## src/rtl/wimax_pkg.sv

```systemverilog
// Constants, state encoding and LFSR helpers shared by the WiMAX PRBS
// randomizer and derandomizer (1 + x^14 + x^15 sequence).
package wimax_pkg;

    localparam int PRBS_W = 15;
    localparam int TAP_A  = 14;
    localparam int TAP_B  = 15;

    typedef enum logic [1:0] {
        IDLE  = 2'd0,
        ARMED = 2'd1,
        RUN   = 2'd2
    } derand_state_t;

    // Bit 1 is the feedback-input end; the register shifts towards bit PRBS_W.
    function automatic logic prbs_fb(input logic [1:PRBS_W] r);
        return r[TAP_A] ^ r[TAP_B];
    endfunction

    function automatic logic [1:PRBS_W] prbs_next(input logic [1:PRBS_W] r);
        return {prbs_fb(r), r[1:PRBS_W-1]};
    endfunction

endpackage

```

## src/rtl/bit_skid_fifo2.sv

```systemverilog
// Two-entry FIFO of {bit, last} pairs with registered storage and count.
module bit_skid_fifo2 (
    input  logic       clk,
    input  logic       reset,
    input  logic       push,
    input  logic       push_bit,
    input  logic       push_last,
    input  logic       pop,
    output logic       head_bit,
    output logic       head_last,
    output logic [1:0] count
);

    logic [1:0] bit_mem_reg;
    logic [1:0] last_mem_reg;
    logic       wr_ptr_reg;
    logic       rd_ptr_reg;
    logic [1:0] count_reg;
    logic       do_push;
    logic       do_pop;

    assign do_push = push && (count_reg != 2'd2);
    assign do_pop  = pop && (count_reg != 2'd0);

    always_ff @(posedge clk or posedge reset) begin
        if (reset) begin
            bit_mem_reg  <= 2'b00;
            last_mem_reg <= 2'b00;
            wr_ptr_reg   <= 1'b0;
            rd_ptr_reg   <= 1'b0;
            count_reg    <= 2'd0;
        end else begin
            if (do_push) begin
                bit_mem_reg[wr_ptr_reg]  <= push_bit;
                last_mem_reg[wr_ptr_reg] <= push_last;
                wr_ptr_reg               <= ~wr_ptr_reg;
            end
            if (do_pop) begin
                rd_ptr_reg <= ~rd_ptr_reg;
            end
            case ({do_push, do_pop})
                2'b10:   count_reg <= count_reg + 2'd1;
                2'b01:   count_reg <= count_reg - 2'd1;
                default: count_reg <= count_reg;
            endcase
        end
    end

    // Gate with occupancy so stale entries never show on the outputs.
    assign head_bit  = (count_reg != 2'd0) && bit_mem_reg[rd_ptr_reg];
    assign head_last = (count_reg != 2'd0) && last_mem_reg[rd_ptr_reg];
    assign count     = count_reg;

endmodule

```

## src/rtl/prbs_derand.sv

```systemverilog
// Receive-side PRBS derandomizer: XORs each accepted bit with the LFSR
// keystream, buffers results in a 2-entry FIFO and tags the burst's last bit.
module prbs_derand
    import wimax_pkg::*;
#(
    parameter int BURST_BITS = 96,
    parameter int CNT_W      = 16
) (
    input  logic            clk,
    input  logic            reset,
    input  logic            load,
    input  logic [1:PRBS_W] seed,
    input  logic            data_in,
    input  logic            valid_in,
    output logic            ready_derand,
    output logic            data_out,
    output logic            valid_out,
    output logic            last_out,
    input  logic            ready_sink
);

    localparam logic [CNT_W-1:0] LAST_IDX = CNT_W'(BURST_BITS - 1);

    derand_state_t   state_reg;
    derand_state_t   state_next;
    logic [1:PRBS_W] lfsr_reg;
    logic [CNT_W-1:0] cnt_reg;
    logic [1:0]      fifo_count;
    logic            accept;
    logic            last_beat;
    logic            fb;

    assign fb        = prbs_fb(lfsr_reg);
    assign last_beat = (cnt_reg == LAST_IDX);

    // Uses only registered fifo_count, so there is no sink-to-source path.
    assign ready_derand = (state_reg != IDLE) && !load && (fifo_count < 2'd2);
    assign accept       = valid_in && ready_derand;

    always_ff @(posedge clk or posedge reset) begin
        if (reset) begin
            state_reg <= IDLE;
        end else begin
            state_reg <= state_next;
        end
    end

    always_comb begin
        state_next = state_reg;
        if (load) begin
            state_next = ARMED;
        end else begin
            case (state_reg)
                IDLE: state_next = IDLE;
                ARMED: begin
                    if (accept) begin
                        state_next = last_beat ? IDLE : RUN;
                    end
                end
                RUN: begin
                    if (accept && last_beat) begin
                        state_next = IDLE;
                    end
                end
                default: state_next = IDLE;
            endcase
        end
    end

    always_ff @(posedge clk or posedge reset) begin
        if (reset) begin
            lfsr_reg <= '0;
            cnt_reg  <= '0;
        end else if (load) begin
            lfsr_reg <= seed;
            cnt_reg  <= '0;
        end else if (accept) begin
            lfsr_reg <= prbs_next(lfsr_reg);
            cnt_reg  <= cnt_reg + CNT_W'(1);
        end
    end

    bit_skid_fifo2 u_fifo (
        .clk       (clk),
        .reset     (reset),
        .push      (accept),
        .push_bit  (data_in ^ fb),
        .push_last (last_beat),
        .pop       (valid_out && ready_sink),
        .head_bit  (data_out),
        .head_last (last_out),
        .count     (fifo_count)
    );

    assign valid_out = (fifo_count != 2'd0);

endmodule
```

## config.mk

```make
export PLATFORM = sky130hd
export DESIGN_NAME = prbs_derand
export DESIGN_NICKNAME = d
export VERILOG_FILES = /design/src/rtl/wimax_pkg.sv /design/src/rtl/bit_skid_fifo2.sv /design/src/rtl/prbs_derand.sv
export SDC_FILE = /design/constraint.sdc
export NUM_CORES = 1
export LEC_CHECK = 0
export CAP_MARGIN = 30
export CORE_MARGIN = 1
export CORE_UTILIZATION = 40
export DETAILED_ROUTE_END_ITERATION = 10
export PLACE_DENSITY_LB_ADDON = 0.2
export SLEW_MARGIN = 30
export SYNTH_ARGS = -nofsm -noshare
export SYNTH_HDL_FRONTEND = slang
export SYNTH_SLANG_ARGS = --single-unit
```

## constraint.sdc

```tcl
create_clock -name clk -period 1.75 [get_ports clk]
set_input_delay 0.4375 -clock clk [delete_from_list [all_inputs] [get_ports clk]]
set_output_delay 0.4375 -clock clk [all_outputs]
set_load 0.05 [all_outputs]
```

==> impl_metrics.prom, run 1 <==
# TYPE chip_impl_metric gauge
chip_impl_info{name="status",value="complete, but fails checks"} 1
chip_impl_info{name="violations",value="negative setup slack"} 1
chip_impl_metric{name="worst_ep_required_time",unit="ns"} 1.31
chip_impl_metric{name="cp.arrival",unit="ns"} 1.33
chip_impl_metric{name="die_area",unit="µm²"} 5382
chip_impl_metric{name="core.rowCount",unit=""} 25
chip_impl_info{name="critical_path.endpoint_type",value="output pin"} 1
chip_impl_metric{name="clk_pin_slew",unit="ns"} 0.07
chip_impl_metric{name="mean_number_of_vias_per_cell",unit=""} 5.095
chip_impl_metric{name="slack_of_the_critical_path",unit="ns"} -0.01790
chip_impl_metric{name="ant_nets",unit=""} 0
chip_impl_metric{name="route.vias.total",unit=""} 1605
chip_impl_metric{name="netlist_area",unit="µm²"} 2037
chip_impl_metric{name="cts_num_sinks",unit=""} 41
chip_impl_metric{name="min_period",unit="ns"} 1.768
chip_impl_metric{name="cts-root-to-sink-buffers",unit=""} 2
chip_impl_metric{name="io_buffers",unit=""} 24
chip_impl_info{name="most_common_cell_after_layout_fill_and_taps_aside",value="dfrtp_1"} 1
chip_impl_metric{name="power.ir.vdd_worst",unit="µV"} 441.2
chip_impl_metric{name="start_util",unit="%"} 42.29
chip_impl_metric{name="min_period_over_period",unit="%"} 101.0
chip_impl_metric{name="antenna_found_initial",unit=""} 0
chip_impl_metric{name="finish.instance_area",unit="µm²"} 2699
chip_impl_metric{name="instances_no_fill",unit=""} 315
chip_impl_metric{name="filler_cell_count",unit=""} 438
chip_impl_metric{name="layout.nets",unit=""} 270
chip_impl_metric{name="ff2ff_path_depth",unit=""} 4
chip_impl_metric{name="detailedRoute.firstIterationViolations",unit=""} 59
chip_impl_metric{name="dp.cells",unit=""} 303
chip_impl_metric{name="htreeDepth",unit=""} 2
chip_impl_metric{name="number_of_synthesized_flops_with_an_enable_pin",unit=""} 0
chip_impl_metric{name="p_leak",unit="nW"} 1.141
chip_impl_info{name="setup.worst_path.start_class",value="flip-flop"} 1
chip_impl_metric{name="drv.max_cap_violation_count",unit=""} 0
chip_impl_metric{name="number_of_clock_buffers_inserted_by_tritoncts",unit=""} 5
chip_impl_metric{name="postSynthNetCount",unit=""} 223
chip_impl_metric{name="power-per-cell-area",unit="nW/µm²"} 1031
chip_impl_metric{name="design.core.area",unit="µm²"} 4817
chip_impl_metric{name="r2r_setup_slack",unit="ns"} 0.02
chip_impl_metric{name="synth.yosys.seq_area_share",unit="%"} 50.37
chip_impl_metric{name="hold_ws",unit="ns"} 0.4870
chip_impl_metric{name="asr_flop_ratio_synth",unit="%"} 100.0
chip_impl_metric{name="dieWidth",unit="µm"} 73.36
chip_impl_metric{name="yosys_warnings",unit=""} 0
chip_impl_metric{name="fraction_of_layout_cells_with_a_size_suffix_above_1",unit="%"} 24.19
chip_impl_metric{name="route.detailed.drc",unit=""} 0
chip_impl_metric{name="avgRoutedWirePerCell",unit="µm"} 12.72
chip_impl_metric{name="timing.critical_path.fanout_max",unit=""} 3
chip_impl_metric{name="detailed_place_hpwl",unit="µm"} 2722
chip_impl_metric{name="number_of_endpoints_failing_setup_at_the_final_stage",unit=""} 1
chip_impl_metric{name="globalRouteTotalUtil",unit="%"} 17.17
chip_impl_metric{name="synth.avg_cell_area",unit="µm²"} 10.18
chip_impl_info{name="min_path_type",value="in2async"} 1
chip_impl_metric{name="placedInstanceArea",unit="µm²"} 2522
chip_impl_metric{name="top_level_ports",unit=""} 25
chip_impl_metric{name="die_y",unit="µm"} 73.36
chip_impl_metric{name="achievable_clock_frequency",unit="MHz"} 565.6
chip_impl_metric{name="gpl.final_weighted_congestion",unit=""} 0.7661
chip_impl_metric{name="max-slew-margin-rel",unit="%"} 71.44
chip_impl_metric{name="insertion_delay",unit="ns"} 0.29
chip_impl_metric{name="fin_skew",unit="ns"} 0.008280
chip_impl_metric{name="largest_reg_flops",unit=""} 16
chip_impl_metric{name="slew_viol_final",unit=""} 0
chip_impl_metric{name="areaGrowthSynthToFinish",unit="%"} 32.49
chip_impl_metric{name="first_pass_iters",unit=""} 4
chip_impl_metric{name="postLayoutCoreUtil",unit="%"} 56.03
chip_impl_metric{name="first_global_vias",unit=""} 1523
chip_impl_info{name="criticalPathCategory",value="reg2out"} 1
chip_impl_metric{name="postSynthCellCount",unit=""} 200
chip_impl_metric{name="largest_net_degree_at_the_start_of_global_routing",unit=""} 46
chip_impl_info{name="ys_dominant_reg_cell",value="dfrtp_1"} 1
chip_impl_metric{name="synthDistinctLibCells",unit=""} 34
chip_impl_metric{name="worstMarginPinSlew",unit="ns"} 0.4283
chip_impl_metric{name="finalHoldViolCount",unit=""} 0
chip_impl_metric{name="aggregate_routed_wire_length",unit="µm"} 4008
chip_impl_metric{name="first_pass_grt_wire_length",unit="µm"} 6962
chip_impl_info{name="cts-root-buf",value="clkbuf_8"} 1
chip_impl_info{name="layout_common_cells",value="dfrtp_1, buf_4, nand2_1"} 1
chip_impl_metric{name="grt_overflow_total",unit=""} 0
chip_impl_info{name="cts_tree",value="yes"} 1
chip_impl_info{name="grt_setup_unrepaired",value="yes"} 1
chip_impl_info{name="reg2reg_from",value="u_fifo.count[1]"} 1
chip_impl_metric{name="insertedDiodeCount",unit=""} 0
chip_impl_metric{name="flop_and_latch_count_out_of_synthesis",unit=""} 41
chip_impl_info{name="worstReg2RegEnd",value="cnt_reg[12]"} 1
per-stage QoR:
stage	worst slack (ns)	total power, W	TNS [ns]
2_1_floorplan	-0.01668	0.001724	-0.01668
3_3_place_gp	-0.3992	0.002036	-11.15
3_5_place_dp	-0.4045	0.002052	-11.90
4_1_cts	-0.03670	0.002787	-0.03670
5_1_grt	-0.06467	0.002952	-0.1550
6_report	-0.01790	0.002783	-0.01790
worst max-delay path, stage by stage (launching register included):
cell	delay, ns
dfrtp_1	0.42
or2_4	0.25
buf_6	0.12
nor2_4	0.11
buf_12	0.14
worst max-delay path by stage:
stage / startpoint / endpoint / slack [ns]
2_1_floorplan: state_reg[1] / u_fifo.count[1] / -0.02
3_3_place_gp: load / cnt_reg[8] / -0.40
3_5_place_dp: load / cnt_reg[12] / -0.40
4_1_cts: u_fifo.count[1] / ready_derand / -0.04
5_1_grt: u_fifo.count[1] / ready_derand / -0.06
6_report: u_fifo.count[1] / ready_derand / -0.02
Yosys cell counts, types with 2 or more instances:
cell type,n,area [µm²]
a21oi_1,11,55.05
and3_1,3,18.77
and4_1,2,17.52
buf_2,4,20.02
clkbuf_1,4,15.01
dfrtp_1,41,1026
ha_1,2,25.02
inv_1,4,15.01
mux2_2,5,56.30
mux2i_1,16,160.2
nand2_1,23,86.33
nand3_1,4,20.02
nand4_1,6,37.54
nor2_1,14,52.55
nor2b_1,3,18.77
nor4_1,4,25.02
o21ai_0,16,80.08
o31ai_1,6,45.04
or4_1,6,45.04
xnor2_1,8,70.07
xor2_1,5,43.79
cells by family (layout without fill, tap and decap cells):
group | Yosys count | after routing | synth area share (%)
AO/OA/AOI/OAI | 37 | 37 | 10.38
XOR/XNOR | 13 | 13 | 5.590
adder cells (fa/ha/maj) | 2 | 2 | 1.228
buffers and inverters | 15 | 63 | 3.562
flip-flops | 41 | 41 | 50.37
multiplexers | 21 | 21 | 10.63
AND/OR/NAND/NOR | 71 | 71 | 18.24
where the power goes:
group,switching (W),internal (W)
Sequential,0.000104,0.00108
Clock,0.000314,0.000356
Combinational,0.000449,0.000478
Total,0.000868,0.00192
layer usage:
layer / vias up / routed length (µm) / global-route usage [%]
met5: - / 0 / 0
met4: 0 / 85 / 8.333
met3: 7 / 127 / 3.292
met2: 32 / 1856 / 26.75
met1: 755 / 1940 / 22.99
li1: 811 / - / -
final cells by class:
| cell class | instances | area (µm²) | area share (%) |
|---|---|---|---|
| clock buffers | 7 | 96.34 | 3.570 |
| well taps | 67 | 83.83 | 3.106 |
| inverters | 5 | 23.77 | 0.8809 |
| clock inverters | 1 | 5.005 | 0.1854 |
| multi-input cells | 144 | 991.0 | 36.72 |
| flip-flops and latches | 41 | 1026 | 38.02 |
| repair buffers | 50 | 473.0 | 17.52 |
repair_timing:
| action | CTS | global route |
|---|---|---|
| hold buffers | 0 | 0 |
| setup endpoints to repair | 23 | 10 |
| resized for setup | 8 | 10 |
| cloned | 0 | 0 |
| pin swaps | 1 | 7 |
| hold endpoints to repair | 0 | 0 |
| buffers inserted | 2 | 2 |
No activity file was read; power rests on OpenSTA's default activity.
==> run 2, diff against run 1 <==
Settings changed: CORE_UTILIZATION 40 to 49, TNS_END_PERCENT set to 10.
==> impl_metrics.prom, run 2 (same netlist as run 1, synthesis figures left out) <==
# TYPE chip_impl_metric gauge
chip_impl_metric{name="first_pass_grt_wire_length",unit="µm"} 7127
chip_impl_info{name="min_path_type",value="in2async"} 1
chip_impl_info{name="setup.worst_path.start_class",value="flip-flop"} 1
chip_impl_metric{name="globalRouteTotalUtil",unit="%"} 21.92
chip_impl_metric{name="io_buffers",unit=""} 24
chip_impl_metric{name="gpl.final_weighted_congestion",unit=""} 0.8379
chip_impl_metric{name="achievable_clock_frequency",unit="MHz"} 568.7
chip_impl_metric{name="drv.max_cap_violation_count",unit=""} 0
chip_impl_info{name="critical_path.cell_chain",value="or2_4 -> buf_6 -> nor2_4 -> buf_12"} 1
chip_impl_metric{name="power-per-cell-area",unit="nW/µm²"} 1039
chip_impl_metric{name="max-slew-margin-rel",unit="%"} 72.38
chip_impl_metric{name="fin_skew",unit="ns"} 0.007525
chip_impl_metric{name="share_comb_of_total_power",unit="%"} 34.5
chip_impl_metric{name="min_period",unit="ns"} 1.758
chip_impl_metric{name="placedInstanceArea",unit="µm²"} 2501
chip_impl_metric{name="worst_ep_required_time",unit="ns"} 1.31
chip_impl_metric{name="die_area",unit="µm²"} 4419
chip_impl_metric{name="mean_number_of_vias_per_cell",unit=""} 5.444
chip_impl_metric{name="aggregate_routed_wire_length",unit="µm"} 4213
chip_impl_metric{name="setup_tns",unit="ns"} -0.008293
chip_impl_info{name="most_common_cell_after_layout_fill_and_taps_aside",value="dfrtp_1"} 1
chip_impl_metric{name="r2r_setup_slack",unit="ns"} 0.03
chip_impl_metric{name="finalHoldViolCount",unit=""} 0
chip_impl_metric{name="largest_net_degree_at_the_start_of_global_routing",unit=""} 46
chip_impl_metric{name="fraction_of_layout_cells_with_a_size_suffix_above_1",unit="%"} 21.63
chip_impl_metric{name="slew_viol_final",unit=""} 0
chip_impl_metric{name="clock_power_share",unit="%"} 22.1
chip_impl_metric{name="htreeDepth",unit=""} 2
chip_impl_metric{name="grt_overflow_total",unit=""} 0
chip_impl_metric{name="power.share.sequential",unit="%"} 43.4
chip_impl_metric{name="clk_pin_slew",unit="ns"} 0.07
chip_impl_info{name="cts-root-buf",value="clkbuf_8"} 1
chip_impl_metric{name="total_power",unit="W"} 0.002748
chip_impl_metric{name="number_of_clock_buffers_inserted_by_tritoncts",unit=""} 5
chip_impl_metric{name="insertedDiodeCount",unit=""} 0
chip_impl_metric{name="layout.nets",unit=""} 268
chip_impl_info{name="layout_common_cells",value="dfrtp_1, nand2_1, buf_4"} 1
chip_impl_metric{name="worstMarginPinSlew",unit="ns"} 0.4143
chip_impl_metric{name="post_cts_hold_buffer_count",unit=""} 0
chip_impl_metric{name="critical_path.max_stage_delay",unit="ns"} 0.40
chip_impl_metric{name="filler_cell_count",unit=""} 312
chip_impl_metric{name="dieWidth",unit="µm"} 66.48
chip_impl_metric{name="number_of_endpoints_failing_setup_at_the_final_stage",unit=""} 1
chip_impl_metric{name="p_leak",unit="nW"} 1.118
chip_impl_metric{name="min_period_over_period",unit="%"} 100.5
chip_impl_metric{name="finish.instance_area",unit="µm²"} 2645
chip_impl_metric{name="detailedRoute.firstIterationViolations",unit=""} 84
chip_impl_info{name="cts_tree",value="yes"} 1
chip_impl_metric{name="largest_reg_flops",unit=""} 16
chip_impl_metric{name="cell_internal_pwr",unit="W"} 0.001875
chip_impl_metric{name="instances_no_fill",unit=""} 295
chip_impl_metric{name="cp.arrival",unit="ns"} 1.32
chip_impl_metric{name="route.detailed.drc",unit=""} 0
chip_impl_info{name="timing.critical_path.slowest_stage_cell",value="dfrtp_1"} 1
chip_impl_metric{name="first_pass_iters",unit=""} 4
chip_impl_metric{name="route.vias.total",unit=""} 1606
chip_impl_metric{name="cts_num_sinks",unit=""} 41
chip_impl_metric{name="power.switching_fraction",unit="%"} 31.79
chip_impl_metric{name="postLayoutCoreUtil",unit="%"} 66.12
chip_impl_metric{name="power_switching",unit="W"} 0.0008736
chip_impl_metric{name="insertion_delay",unit="ns"} 0.29
chip_impl_metric{name="top_level_ports",unit=""} 25
chip_impl_metric{name="timing.critical_path.fanout_max",unit=""} 3
chip_impl_metric{name="dp.cells",unit=""} 286
chip_impl_metric{name="first_global_vias",unit=""} 1594
chip_impl_metric{name="core.rowCount",unit=""} 23
chip_impl_metric{name="start_util",unit="%"} 50.92
chip_impl_metric{name="slack_of_the_critical_path",unit="ns"} -0.008293
chip_impl_info{name="critical_path.endpoint_type",value="output pin"} 1
chip_impl_info{name="violations",value="negative setup slack"} 1
chip_impl_metric{name="die_y",unit="µm"} 66.48
chip_impl_metric{name="avgRoutedWirePerCell",unit="µm"} 14.28
chip_impl_metric{name="cp.buffers_inverters",unit=""} 2
chip_impl_metric{name="areaGrowthSynthToFinish",unit="%"} 29.85
chip_impl_info{name="crit_family",value="flip-flops"} 1
chip_impl_metric{name="power.ir.vdd_worst",unit="µV"} 656.5
chip_impl_info{name="status",value="complete, but fails checks"} 1
chip_impl_metric{name="antenna_found_initial",unit=""} 0
chip_impl_metric{name="cts-root-to-sink-buffers",unit=""} 2
chip_impl_metric{name="design.core.area",unit="µm²"} 4000
chip_impl_info{name="criticalPathCategory",value="reg2out"} 1
chip_impl_info{name="grt_setup_unrepaired",value="yes"} 1
chip_impl_metric{name="detailed_place_hpwl",unit="µm"} 3027
chip_impl_metric{name="ant_nets",unit=""} 0
## run 2: changes by cell type in the layout (fill, tap and decap cells not counted)
cell / change
a21oi_1: +1
a21oi_2: -1
buf_4: -3
buf_6: +1
clkbuf_1: +1
clkbuf_2: -1
clkbuf_8: -1
clkdlybuf4s15_1: +1
clkinv_2: -1
or3_2: +1
or3_4: -1
or4_1: +1
or4_4: -1
## run 2: cell type report
| type | count | area, µm² | share of cell area (%) |
|---|---|---|---|
| sequential | 41 | 1026 | 38.79 |
| multi-input combinational | 144 | 979.7 | 37.04 |
| timing repair buffer | 48 | 466.7 | 17.64 |
| clock buffer | 7 | 86.33 | 3.264 |
| tap | 50 | 62.56 | 2.365 |
| inverter | 5 | 23.77 | 0.8988 |
## run 2: tightest hold or removal path: stages
cell and delay [ns]:
clkdlybuf4s50_1 0.39, inv_1 0.09, buf_12 0.24
## run 2: metal layers
layer / GRT usage [%] / share of wire, %
met2: 38.65 / 50
met3: 5.651 / 3.6
met5: 0 / 0
met1: 25.33 / 45
met4: 8.245 / 2.1
## run 2: through the flow
step	hold slack, ns	worst slack, ns
final	0.5057	-0.008293
after global routing	0.5125	-0.05846
after CTS	0.5074	-0.01633
after detailed placement	0.5031	-0.4708
after global placement	0.4709	-0.4348
after floorplan	0.4488	-0.01950
## run 2: final timing paths
check	cells past startpoint	end	startpoint
max in group asynchronous	3	lfsr_reg[7]	reset
worst min register to register	1	u_fifo.wr_ptr_reg	u_fifo.wr_ptr_reg
worst max-delay path	4	ready_derand	u_fifo.count[1]
worst min-delay path	3	lfsr_reg[11]	reset
min in group clk	1	u_fifo.wr_ptr_reg	u_fifo.wr_ptr_reg
worst max register to register	8	u_fifo.count[1]	u_fifo.count[1]
## run 2: timing repair
action	4_1_cts	5_1_grt
buffers inserted	1	1
setup endpoints to repair	27	29
gates resized for setup	8	7
pin swaps	5	4
cloned	0	0
## run 2: power groups by stage
| stage | Combinational [W] | Sequential, W | Clock [W] |
|---|---|---|---|
| after floorplan | 0.000543 | 0.00118 | 0 |
| after global placement | 0.000849 | 0.00119 | 0 |
| after detailed placement | 0.000885 | 0.00121 | 0 |
| after CTS | 0.000927 | 0.00119 | 0.000625 |
| after global routing | 0.00102 | 0.00121 | 0.000670 |
| final | 0.000948 | 0.00119 | 0.000609 |
==> run 3, diff against run 2 <==
Settings changed: TNS_END_PERCENT 10 to not set.
==> impl_metrics.prom, run 3 (same netlist as run 1, synthesis figures left out) <==
# TYPE chip_impl_metric gauge
chip_impl_metric{name="clock_power_share",unit="%"} 25.4
chip_impl_metric{name="top_level_ports",unit=""} 25
chip_impl_metric{name="gpl.final_weighted_congestion",unit=""} 0.7706
chip_impl_metric{name="min_period_over_period",unit="%"} 100.2
chip_impl_metric{name="detailedRoute.firstIterationViolations",unit=""} 87
chip_impl_info{name="layout_common_cells",value="dfrtp_1, buf_4, nand2_1"} 1
chip_impl_metric{name="finish.instance_area",unit="µm²"} 2720
chip_impl_metric{name="power.share.sequential",unit="%"} 41.5
chip_impl_metric{name="largest_net_degree_at_the_start_of_global_routing",unit=""} 46
chip_impl_metric{name="htreeDepth",unit=""} 2
chip_impl_metric{name="achievable_clock_frequency",unit="MHz"} 570.1
chip_impl_metric{name="drv.max_cap_violation_count",unit=""} 0
chip_impl_metric{name="hold_ws",unit="ns"} 0.4979
chip_impl_metric{name="filler_cell_count",unit=""} 308
chip_impl_info{name="grt_setup_unrepaired",value="yes"} 1
chip_impl_metric{name="power.ir.vdd_worst",unit="µV"} 646.4
chip_impl_metric{name="layout.nets",unit=""} 270
chip_impl_metric{name="power.switching_fraction",unit="%"} 31.23
chip_impl_metric{name="dieWidth",unit="µm"} 66.48
chip_impl_metric{name="start_util",unit="%"} 50.92
chip_impl_metric{name="die_area",unit="µm²"} 4419
chip_impl_info{name="cts_tree",value="yes"} 1
chip_impl_metric{name="finalHoldViolCount",unit=""} 0
chip_impl_metric{name="ant_nets",unit=""} 0
chip_impl_metric{name="p_leak",unit="nW"} 1.145
chip_impl_metric{name="core.rowCount",unit=""} 23
chip_impl_metric{name="postLayoutCoreUtil",unit="%"} 68.00
chip_impl_metric{name="placedInstanceArea",unit="µm²"} 2479
chip_impl_metric{name="largest_reg_flops",unit=""} 16
chip_impl_metric{name="cts-root-to-sink-buffers",unit=""} 2
chip_impl_metric{name="cp.arrival",unit="ns"} 1.32
chip_impl_metric{name="areaGrowthSynthToFinish",unit="%"} 33.54
chip_impl_metric{name="post_cts_hold_buffer_count",unit=""} 0
chip_impl_metric{name="grt_overflow_total",unit=""} 0
chip_impl_metric{name="ff2ff_path_depth",unit=""} 4
chip_impl_metric{name="max-slew-margin-rel",unit="%"} 69.77
chip_impl_metric{name="insertedDiodeCount",unit=""} 0
chip_impl_metric{name="die_y",unit="µm"} 66.48
chip_impl_metric{name="globalRouteTotalUtil",unit="%"} 22.88
chip_impl_info{name="critical_path.endpoint_type",value="output pin"} 1
chip_impl_metric{name="slew_viol_final",unit=""} 0
chip_impl_metric{name="power-per-cell-area",unit="nW/µm²"} 1055
chip_impl_metric{name="fin_skew",unit="ns"} 0.009280
chip_impl_metric{name="min_period",unit="ns"} 1.754
chip_impl_info{name="most_common_cell_after_layout_fill_and_taps_aside",value="dfrtp_1"} 1
chip_impl_metric{name="share_comb_of_total_power",unit="%"} 33.0
chip_impl_metric{name="cts_num_sinks",unit=""} 41
chip_impl_metric{name="cell_internal_pwr",unit="W"} 0.001973
chip_impl_metric{name="insertion_delay",unit="ns"} 0.29
chip_impl_metric{name="antenna_found_initial",unit=""} 0
chip_impl_metric{name="timing.critical_path.fanout_max",unit=""} 3
chip_impl_metric{name="fraction_of_layout_cells_with_a_size_suffix_above_1",unit="%"} 26.32
chip_impl_info{name="violations",value="negative setup slack"} 1
chip_impl_metric{name="avgRoutedWirePerCell",unit="µm"} 14.60
chip_impl_info{name="min_path_type",value="in2async"} 1
chip_impl_info{name="cts-root-buf",value="clkbuf_8"} 1
chip_impl_metric{name="first_global_vias",unit=""} 1728
chip_impl_metric{name="first_pass_grt_wire_length",unit="µm"} 7521
chip_impl_metric{name="aggregate_routed_wire_length",unit="µm"} 4337
chip_impl_metric{name="first_pass_iters",unit=""} 4
chip_impl_metric{name="route.vias.total",unit=""} 1657
chip_impl_metric{name="setup_tns",unit="ns"} -0.004071
chip_impl_metric{name="worst_ep_required_time",unit="ns"} 1.31
chip_impl_metric{name="worstMarginPinSlew",unit="ns"} 0.4493
chip_impl_metric{name="mean_number_of_vias_per_cell",unit=""} 5.579
chip_impl_metric{name="clk_pin_slew",unit="ns"} 0.08
chip_impl_metric{name="route.detailed.drc",unit=""} 0
chip_impl_metric{name="design.core.area",unit="µm²"} 4000
chip_impl_metric{name="io_buffers",unit=""} 24
chip_impl_metric{name="power_switching",unit="W"} 0.0008961
chip_impl_metric{name="detailed_place_hpwl",unit="µm"} 2990
chip_impl_info{name="status",value="complete, but fails checks"} 1
chip_impl_metric{name="number_of_clock_buffers_inserted_by_tritoncts",unit=""} 5
chip_impl_metric{name="number_of_endpoints_failing_setup_at_the_final_stage",unit=""} 1
chip_impl_info{name="setup.worst_path.start_class",value="input port"} 1
chip_impl_info{name="criticalPathCategory",value="in2out"} 1
chip_impl_metric{name="slack_of_the_critical_path",unit="ns"} -0.004071
[run 3: changes by cell type in the layout (fill, tap and decap cells not counted), moves of 2 or more]
cell	change
buf_4	+3
o31ai_1	-3
o31ai_2	+3
a21oi_1	-2
a21oi_2	+2
nor2_1	-2
or4_1	-2
or4_4	+2
[run 3: path summary, 6_finish.rpt]
kind / from / end / slack [ns]
worst min register to register: u_fifo.wr_ptr_reg / u_fifo.wr_ptr_reg / 0.50
min in group clk: u_fifo.wr_ptr_reg / u_fifo.wr_ptr_reg / 0.50
worst max-delay path: load / ready_derand / -0.004
worst max register to register: u_fifo.count[1] / cnt_reg[10] / 0.02
worst min-delay path: reset / lfsr_reg[11] / 0.50
max in group asynchronous: reset / cnt_reg[7] / 1.05
[run 3: layout make-up]
| cell class | count | area (µm²) | area share [%] |
|---|---|---|---|
| clock inverter | 2 | 35.03 | 1.288 |
| timing repair buffer | 50 | 478.0 | 17.57 |
| clock buffer | 5 | 68.82 | 2.530 |
| inverter | 5 | 23.77 | 0.8740 |
| sequential | 41 | 1026 | 37.72 |
| tap | 50 | 62.56 | 2.300 |
| multi-input combinational | 144 | 1026 | 37.72 |
[run 3: per-layer routing]
| layer | global-route usage, % | vias to the layer above | part of all wire [%] | routed length, µm |
|---|---|---|---|---|
| li1 | - | 808 | - | - |
| met1 | 27.49 | 807 | 43 | 1886 |
| met2 | 39.67 | 37 | 51 | 2228 |
| met3 | 4.966 | 5 | 3.8 | 166 |
| met4 | 9.043 | 0 | 1.3 | 56 |
| met5 | 0 | - | 0 | 0 |
[run 3: stage by stage]
step	setup WS, ns	cells	power, W
after global placement	-0.3763	283	0.002028
after global routing	-0.04684	297	0.003013
after CTS	0.005149	293	0.002853
after detailed placement	-0.4105	283	0.002072
after floorplan	-0.01668	200	0.001724
final	-0.004071	297	0.002869
[run 3: critical path: stages]
cell and delay [ns]:
clkdlybuf4s15_1 0.23, or2_4 0.28, buf_6 0.13, nor2_4 0.10
buf_12 0.14
[run 3: power groups by stage]
stage,Clock [W],Combinational (W),Sequential (W)
6_report,0.000730,0.000948,0.00119
5_1_grt,0.000777,0.00102,0.00121
4_1_cts,0.000742,0.000924,0.00119
3_5_place_dp,0,0.000861,0.00121
3_3_place_gp,0,0.000829,0.00120
2_1_floorplan,0,0.000543,0.00118
[run 3: timing repair]
| action | in CTS | in global routing |
|---|---|---|
| setup buffers | 3 | 4 |
| resized for setup | 7 | 20 |
| endpoints found under the setup margin | 23 | 26 |
| pin swaps | 2 | 6 |
